**src/rtl/ask4_symbol_source.sv**
```systemverilog
// Pseudo-random Gray-mapped 4-ASK symbol source with zero-stuff / hold upsampling,
// plus impulse and silent modes for capturing filter responses.
module ask4_symbol_source #(
    parameter logic [21:0]        SEED  = 22'h3FFFFF,
    parameter logic signed [17:0] A_LVL = 18'sd32768
) (
    input  logic               clk,
    input  logic               reset,
    input  logic               sam_clk_en,
    input  logic               sym_clk_en,
    input  logic [1:0]         mode,
    output logic signed [17:0] x_out,
    output logic [1:0]         sym_idx,
    output logic               sym_valid,
    output logic               align_err
);

    localparam int DATA_W = 18;

    localparam logic [21:0] SEED_EFF = (SEED == 22'd0) ? 22'd1 : SEED;

    localparam logic signed [DATA_W-1:0] LVL_P1 = A_LVL;
    localparam logic signed [DATA_W-1:0] LVL_P3 = DATA_W'(3 * A_LVL);
    localparam logic signed [DATA_W-1:0] LVL_M1 = -LVL_P1;
    localparam logic signed [DATA_W-1:0] LVL_M3 = -LVL_P3;

    localparam logic [1:0] MODE_PN_ZS = 2'b00;
    localparam logic [1:0] MODE_PN_SH = 2'b01;
    localparam logic [1:0] MODE_IMP   = 2'b10;
    localparam logic [1:0] MODE_ZERO  = 2'b11;

    function automatic logic [21:0] lfsr_step(input logic [21:0] q);
        return {q[20:0], q[21] ^ q[20]};
    endfunction

    function automatic logic signed [DATA_W-1:0] gray_level(input logic [1:0] b);
        case (b)
            2'b00:   gray_level = LVL_M3;
            2'b01:   gray_level = LVL_M1;
            2'b11:   gray_level = LVL_P1;
            default: gray_level = LVL_P3;
        endcase
    endfunction

    logic [21:0]              lfsr_p0, lfsr_d;
    logic [1:0]               mode_p0, mode_d;
    logic                     armed_p0, armed_d;
    logic signed [DATA_W-1:0] x_p1, x_d;
    logic [1:0]               idx_p1, idx_d;
    logic                     vld_p1, vld_d;
    logic                     err_p1, err_d;
    logic                     ss, so;
    logic [1:0]               pn_b;

    // Stage p0 -> p1: strobe decode, mode latch, symbol generation
    always_comb begin
        ss       = sym_clk_en & sam_clk_en;
        so       = sam_clk_en & ~sym_clk_en;
        pn_b     = lfsr_p0[21:20];
        x_d      = x_p1;
        idx_d    = idx_p1;
        vld_d    = 1'b0;
        lfsr_d   = (lfsr_p0 == 22'd0) ? 22'd1 : lfsr_p0;
        mode_d   = mode_p0;
        armed_d  = armed_p0;
        err_d    = err_p1 | (sym_clk_en & ~sam_clk_en);

        if (ss) begin
            // The SS that latches a mode also produces that mode's sample.
            mode_d = mode;
            if (mode != MODE_IMP) begin
                armed_d = 1'b1;
            end
            case (mode)
                MODE_PN_ZS, MODE_PN_SH: begin
                    x_d    = gray_level(pn_b);
                    idx_d  = pn_b;
                    vld_d  = 1'b1;
                    lfsr_d = lfsr_step(lfsr_step(lfsr_p0));
                end
                MODE_IMP: begin
                    x_d = '0;
                    if (armed_p0) begin
                        x_d     = LVL_P3;
                        idx_d   = 2'b10;
                        vld_d   = 1'b1;
                        armed_d = 1'b0;
                    end
                end
                default: x_d = '0;
            endcase
        end else if (so) begin
            if (mode_p0 != MODE_PN_SH) begin
                x_d = '0;
            end
        end
    end

    always_ff @(posedge clk) begin
        if (reset) begin
            lfsr_p0  <= SEED_EFF;
            mode_p0  <= MODE_ZERO;
            armed_p0 <= 1'b1;
            x_p1     <= '0;
            idx_p1   <= 2'b00;
            vld_p1   <= 1'b0;
            err_p1   <= 1'b0;
        end else begin
            lfsr_p0  <= lfsr_d;
            mode_p0  <= mode_d;
            armed_p0 <= armed_d;
            x_p1     <= x_d;
            idx_p1   <= idx_d;
            vld_p1   <= vld_d;
            err_p1   <= err_d;
        end
    end

    assign x_out     = x_p1;
    assign sym_idx   = idx_p1;
    assign sym_valid = vld_p1;
    assign align_err = err_p1;

endmodule

```
**config.mk**
```make
export PLATFORM = sky130hd
export DESIGN_NAME = ask4_symbol_source
export DESIGN_NICKNAME = d
export VERILOG_FILES = /design/src/rtl/ask4_symbol_source.sv
export SDC_FILE = /design/constraint.sdc
export NUM_CORES = 1
export LEC_CHECK = 0
export ABC_CLOCK_PERIOD_IN_PS = 2900
export CAP_MARGIN = 20
export CORE_ASPECT_RATIO = 1.5
export CORE_MARGIN = 2
export CORE_UTILIZATION = 28
export DETAILED_ROUTE_END_ITERATION = 16
export HOLD_SLACK_MARGIN = 0.03
export PLACE_DENSITY_LB_ADDON = 0.15
export SLEW_MARGIN = 10
export SYNTH_ARGS = -nofsm -noshare
export SYNTH_HDL_FRONTEND = slang
export SYNTH_SLANG_ARGS = --single-unit
```
**constraint.sdc**
```tcl
create_clock -name clk -period 2.9 [get_ports clk]
set_input_delay 0.87 -clock clk [delete_from_list [all_inputs] [get_ports clk]]
set_output_delay 0.87 -clock clk [all_outputs]
set_load 0.1 [all_outputs]
```
==> run metrics, run 1 <==
syn avg cell area 8.42 um^2; Detailed Place HPWL 1.96 mm; Via density 4.42; Skew-Pair Late Insertion Delay 0.27 ns; R2R Path End lfsr_p0[21]; Final Util 33.1%; Routed WL per cell 11.0 um; DIE WIDTH 61.9 um; post-synthesis sequential area ratio 45.6%; CTS root buf clkbuf_8; Inserted Clock Buffers 5; Fillers 520; die height 90.8 um; CP startpoint kind input port; DRC viols 0; Unique masters post-synth 33; sink of the worst hold path x_out[17]; Worst Skew 0.00249 ns; required time worst endpoint 3.06 ns; f_max 449 MHz; hold path depth 2; Sum Neg Setup Slack 0 ns; drt first pass iters 4; DIE AREA 5620 um^2; crit end category flop; nets@finish 188; peak supply drop 126 uV; GRT overflow 0; initial antenna violation count 0; PwrDens 627 nW/um^2; Gate Count Post-Synth 167; Clock transition at path regs 0.06 ns; clock sink count 32; worst r2r src lfsr_p0[20]; Post-CTS Setup Bufs 0; CP Data Arrival Time 2.39 ns; post-cts sizing count 0; final setup vio count 0; final worst-path cycle share 76.8%; final hold vios 0; FF-to-FF setup slack 1.28 ns; first-pass GRT wire length 4.52 mm; max cap viols 0; Syn-to-layout area delta 14.2%; vias in the first global route 992; status complete, no violations; flops & latches, synth 32; worst hold-check path type flop to flop; boundary pin count 28; Final min period 2.23 ns; path type of the worst setup path input port to flop; clock buffer depth 2; final worst-path setup slack 0.673 ns; commonest cells after routing, fill and taps aside nand2_1 (38), dfxtp_1 (32), nand3b_1 (17), conb_1 (15), buf_4 (11); CTS tree done; DRT antenna net count 0; row count 31; P_leak 0.000732 uW; Total Power 1010 uW; Final GP Congestion 0.689; cts hold-fix bufs 0; IO buf count 12; Hold Crit Start x_out[17]; share of cells above drive strength 1 9.94%; final WL 2.71 mm; CP max FO 13; total number of vias 1,091; reg2reg path depth 6; RSZ-0062 raised after global routing false; area of the mapped netlist 1410 um^2; Core ar. 4850 um^2; CTS H-tree lvls 2; pre-CTS setup slack 0.392 ns; Total GRT Usage 10.7%; Initial Utilization 29.0%; max-slew violations 0; commonest non-fill, non-tap cell in the layout nand2_1; largest net degree at the start of global routing 26; 1st-iter DRT viols 53; Antenna Cells 0; Yosys warnings 0
## worst max-delay path by stage
stage / startpoint / end / slack (ns) / cells past startpoint
after floorplan: align_err / align_err / 1.11 / 0
after global placement: sym_clk_en / lfsr_p0[9] / 0.44 / 6
after detailed placement: sam_clk_en / lfsr_p0[13] / 0.39 / 6
after CTS: sam_clk_en / lfsr_p0[10] / 0.68 / 6
after global routing: sym_clk_en / lfsr_p0[14] / 0.55 / 6
final: sym_clk_en / lfsr_p0[13] / 0.67 / 6
## where the power goes
group | internal [uW] | switching (uW)
Sequential | 461 | 14.4
Clock | 193 | 150
Combinational | 37.1 | 152
## through the flow
step	area, um^2	cells	hold WS (ns)
4_1_cts	1610	247	0.462
5_1_grt	1610	247	0.476
2_1_floorplan	1460	181	0.435
3_5_place_dp	1520	239	0.453
6_report	1610	247	0.455
3_3_place_gp	1520	239	0.444
## critical path, stage by stage
cell and delay, ns:
clkdlybuf4s50_1 0.60, nand2_2 0.12, or2_1 0.39, buf_4 0.25
nand2_1 0.07, nand3b_1 0.08
## sequential cells by signal, summed over array words and instances, names as in the netlist
name / count
align_err: 1
armed_p0: 1
lfsr_p0: 22
mode_p0: 2
sym_idx: 2
sym_valid: 1
x_out: 3
## kinds of logic after synthesis
family,synth area share [%]
adder cells (fa/ha/maj),1.78
AO/OA/AOI/OAI,8.99
other,0.267
flip-flops,45.6
multiplexers,0.712
XOR/XNOR,0.623
buffers and inverters,13.1
AND/OR/NAND/NOR,29.0
## final cells by class
cell class                      count  area [um^2]  share of cell area, %
Inverter                            7         26.3                   1.64
Tap cell                           66         82.6                   5.14
Timing Repair Buffer               16          133                   8.26
Multi-Input combinational cell    118          634                   39.5
Clock buffer                        8         90.1                   5.61
Sequential cell                    32          641                   39.9
## synthesized netlist by cell type, drive strengths merged
cell type / n / area, um^2
nor4b: 1 / 8.76
conb: 1 / 3.75
nor4: 4 / 25.0
a21o: 2 / 15.0
ha: 2 / 25.0
nor3b: 1 / 7.51
or2: 1 / 6.26
nand4: 1 / 6.26
o31ai: 1 / 7.51
o21ai: 1 / 5.00
nand3b: 17 / 128
clkbuf: 6 / 23.8
inv: 7 / 26.3
dfxtp: 32 / 641
o211ai: 1 / 7.51
xnor2: 1 / 8.76
a22oi: 1 / 7.51
nor2: 8 / 30.0
nand2: 39 / 149
a211o: 3 / 26.3
mux2i: 1 / 10.0
a21oi: 5 / 25.0
o21bai: 2 / 15.0
a32oi: 1 / 8.76
buf: 18 / 134
and3: 1 / 6.26
nor3: 7 / 35.0
a221oi: 1 / 8.76
nand2b: 1 / 6.26
## metal layers
layer | part of all wire (%) | global-route usage, % | up-vias | wire length (um)
met4 | 1.5 | 4.79 | 0 | 41
met1 | 41 | 12.2 | 506 | 1120
met5 | 0 | 0 | - | 0
li1 | - | - | 551 | -
met3 | 4.3 | 3.44 | 5 | 117
met2 | 53 | 17.5 | 29 | 1430
No activity file was read; power rests on OpenSTA's default activity.
==> run 2, diff against run 1 <==
--- a/config.mk
+++ b/config.mk
@@ -5,7 +5,7 @@
 export SDC_FILE = /design/constraint.sdc
 export NUM_CORES = 1
 export LEC_CHECK = 0
-export ABC_CLOCK_PERIOD_IN_PS = 2900
+export ABC_CLOCK_PERIOD_IN_PS = 2250
 export CAP_MARGIN = 20
 export CORE_ASPECT_RATIO = 1.5
 export CORE_MARGIN = 2
==> constraint.sdc (replaced) <==
create_clock -name clk -period 2.25 [get_ports clk]
set_input_delay 0.675 -clock clk [delete_from_list [all_inputs] [get_ports clk]]
set_output_delay 0.675 -clock clk [all_outputs]
set_load 0.1 [all_outputs]
==> run 2 against run 1 <==
Worst setup slack worse by 0.29 ns; routed wire length is 0.59% higher; utilization grew 0.36 points; global-route usage is 0.24 points higher; critical endpoint is now lfsr_p0[11].
==> run metrics, run 2 (same netlist as run 1, synthesis figures left out) <==
status complete, no violations; Worst Skew 0.00275 ns (+0.000262 ns); final worst-path cycle share 82.9%; IO buf count 12 (unchanged); Via density 4.27 (-3.4%); Core ar. 4850 um^2 (unchanged); CTS tree done; share of cells above drive strength 1 12.0% (+2.0 points); final WL 2.72 mm (+0.59%); CTS root buf clkbuf_8; DIE AREA 5620 um^2 (unchanged); max-slew violations 0 (unchanged); worst hold-check path type flop to flop; Final GP Congestion 0.736 (+6.8%); CP max FO 13 (unchanged); worst r2r src lfsr_p0[20]; FF-to-FF setup slack 0.71 ns (-0.57 ns); worst hold slack 0.462 ns (+0.00672 ns); Syn-to-layout area delta 15.5%; drt first pass iters 4 (unchanged); initial antenna violation count 0 (unchanged); path type of the worst setup path input port to flop; Sum Neg Setup Slack 0 ns (unchanged); Routed WL per cell 10.9 um (-0.62%); largest net degree at the start of global routing 21 (-19%); clock sink count 32 (unchanged); 1st-iter DRT viols 56 (+5.7%); die height 90.8 um (unchanged); max cap viols 0 (unchanged); vias in the first global route 1,047 (+5.5%); DIE WIDTH 61.9 um (unchanged); Antenna Cells 0 (unchanged); P_leak 0.000747 uW (+2.0%); Skew-Pair Late Insertion Delay 0.28 ns (about the same); boundary pin count 28 (unchanged); row count 31 (unchanged); final setup vio count 0 (unchanged); first-pass GRT wire length 4.64 mm (+2.7%); PwrDens 782 nW/um^2 (+25%); required time worst endpoint 2.41 ns (-0.65 ns); sink of the worst hold path mode_p0[0]; Total GRT Usage 11.0% (+0.24 points); RSZ-0062 raised after global routing false; peak supply drop 266 uV (+110%); total number of vias 1,067 (-2.2%); Detailed Place HPWL 2.02 mm (+3.1%); Post-CTS Setup Bufs 0 (unchanged); Most flops, register lfsr_p0; clock buffer depth 2 (unchanged); Inserted Clock Buffers 5 (unchanged); R2R Path End lfsr_p0[21]; final hold vios 0 (unchanged); GRT overflow 0 (unchanged); CTS H-tree lvls 2 (unchanged); nets@finish 192 (+2.1%); Initial Utilization 29.0% (unchanged); crit end category flop; CP startpoint kind input port; f_max 536 MHz; post-cts sizing count 0 (unchanged); Clock transition at path regs 0.06 ns (about the same); commonest cells after routing, fill and taps aside nand2_1 (38), dfxtp_1 (32), nand3b_1 (17), conb_1 (15), buf_4 (15); Final min period 1.86 ns; commonest non-fill, non-tap cell in the layout nand2_1; cts hold-fix bufs 0 (unchanged); hold path depth 1 (-1); DRC viols 0 (unchanged); max reg flops 22 (unchanged); CP Data Arrival Time 2.03 ns (-0.36 ns); Hold Crit Start mode_p0[0]; DRT antenna net count 0 (unchanged); reg2reg path depth 6 (unchanged)
-- run 2: cell count changes in the layout (fill, tap and decap cells not counted), sizes merged --
cell	delta
buf	+4
clkbuf	-2
clkinv	+1
-- run 2: area by class of cell --
cell class,count,area (um^2)
fill,542,3220
sequential,32,641
multi-input combinational,118,634
clock inverter,1,5.00
inverter,7,26.3
timing repair buffer,20,163
tap,66,82.6
clock buffer,6,72.6
-- run 2: how the worst max path moves through the flow --
stage                from           to  cells after the start
2_1_floorplan   align_err    align_err                      0
3_3_place_gp   sam_clk_en   lfsr_p0[4]                      6
3_5_place_dp   sam_clk_en   lfsr_p0[5]                      6
4_1_cts        sam_clk_en   lfsr_p0[5]                      6
5_1_grt        sam_clk_en   lfsr_p0[9]                      6
6_report       sam_clk_en  lfsr_p0[11]                      6
-- run 2: power by group --
group          total [uW]  switching (uW)  internal [uW]
clock                 409             199            210
combinational         249             197           51.9
sequential            612            18.5            594
-- run 2: critical path, stage by stage --
cell and delay (ns):
clkdlybuf4s50_1 0.50, nand2_2 0.09, or2_1 0.38, buf_4 0.23, nand2_1 0.07, nand3b_1 0.07
-- run 2: metal layers --
metal | track usage, % | vias to the layer above | part of all wire (%)
met3 | 3.87 | 5 | 3.8
met2 | 17.4 | 20 | 49
li1 | - | 558 | -
met5 | 0 | - | 0
met4 | 4.79 | 0 | 1.8
met1 | 12.9 | 484 | 45
-- run 2: stage by stage --
step	setup slack, ns	std cells	total power [uW]	util (%)	cell area [um^2]
floorplan	0.650	181	851	-	1460
global placement	0.110	243	873	31.9	1550
detailed placement	0.0910	243	874	31.9	1550
CTS	0.372	250	1290	33.5	1620
global route	0.261	250	1330	33.5	1620
finish	0.385	250	1270	33.5	1620
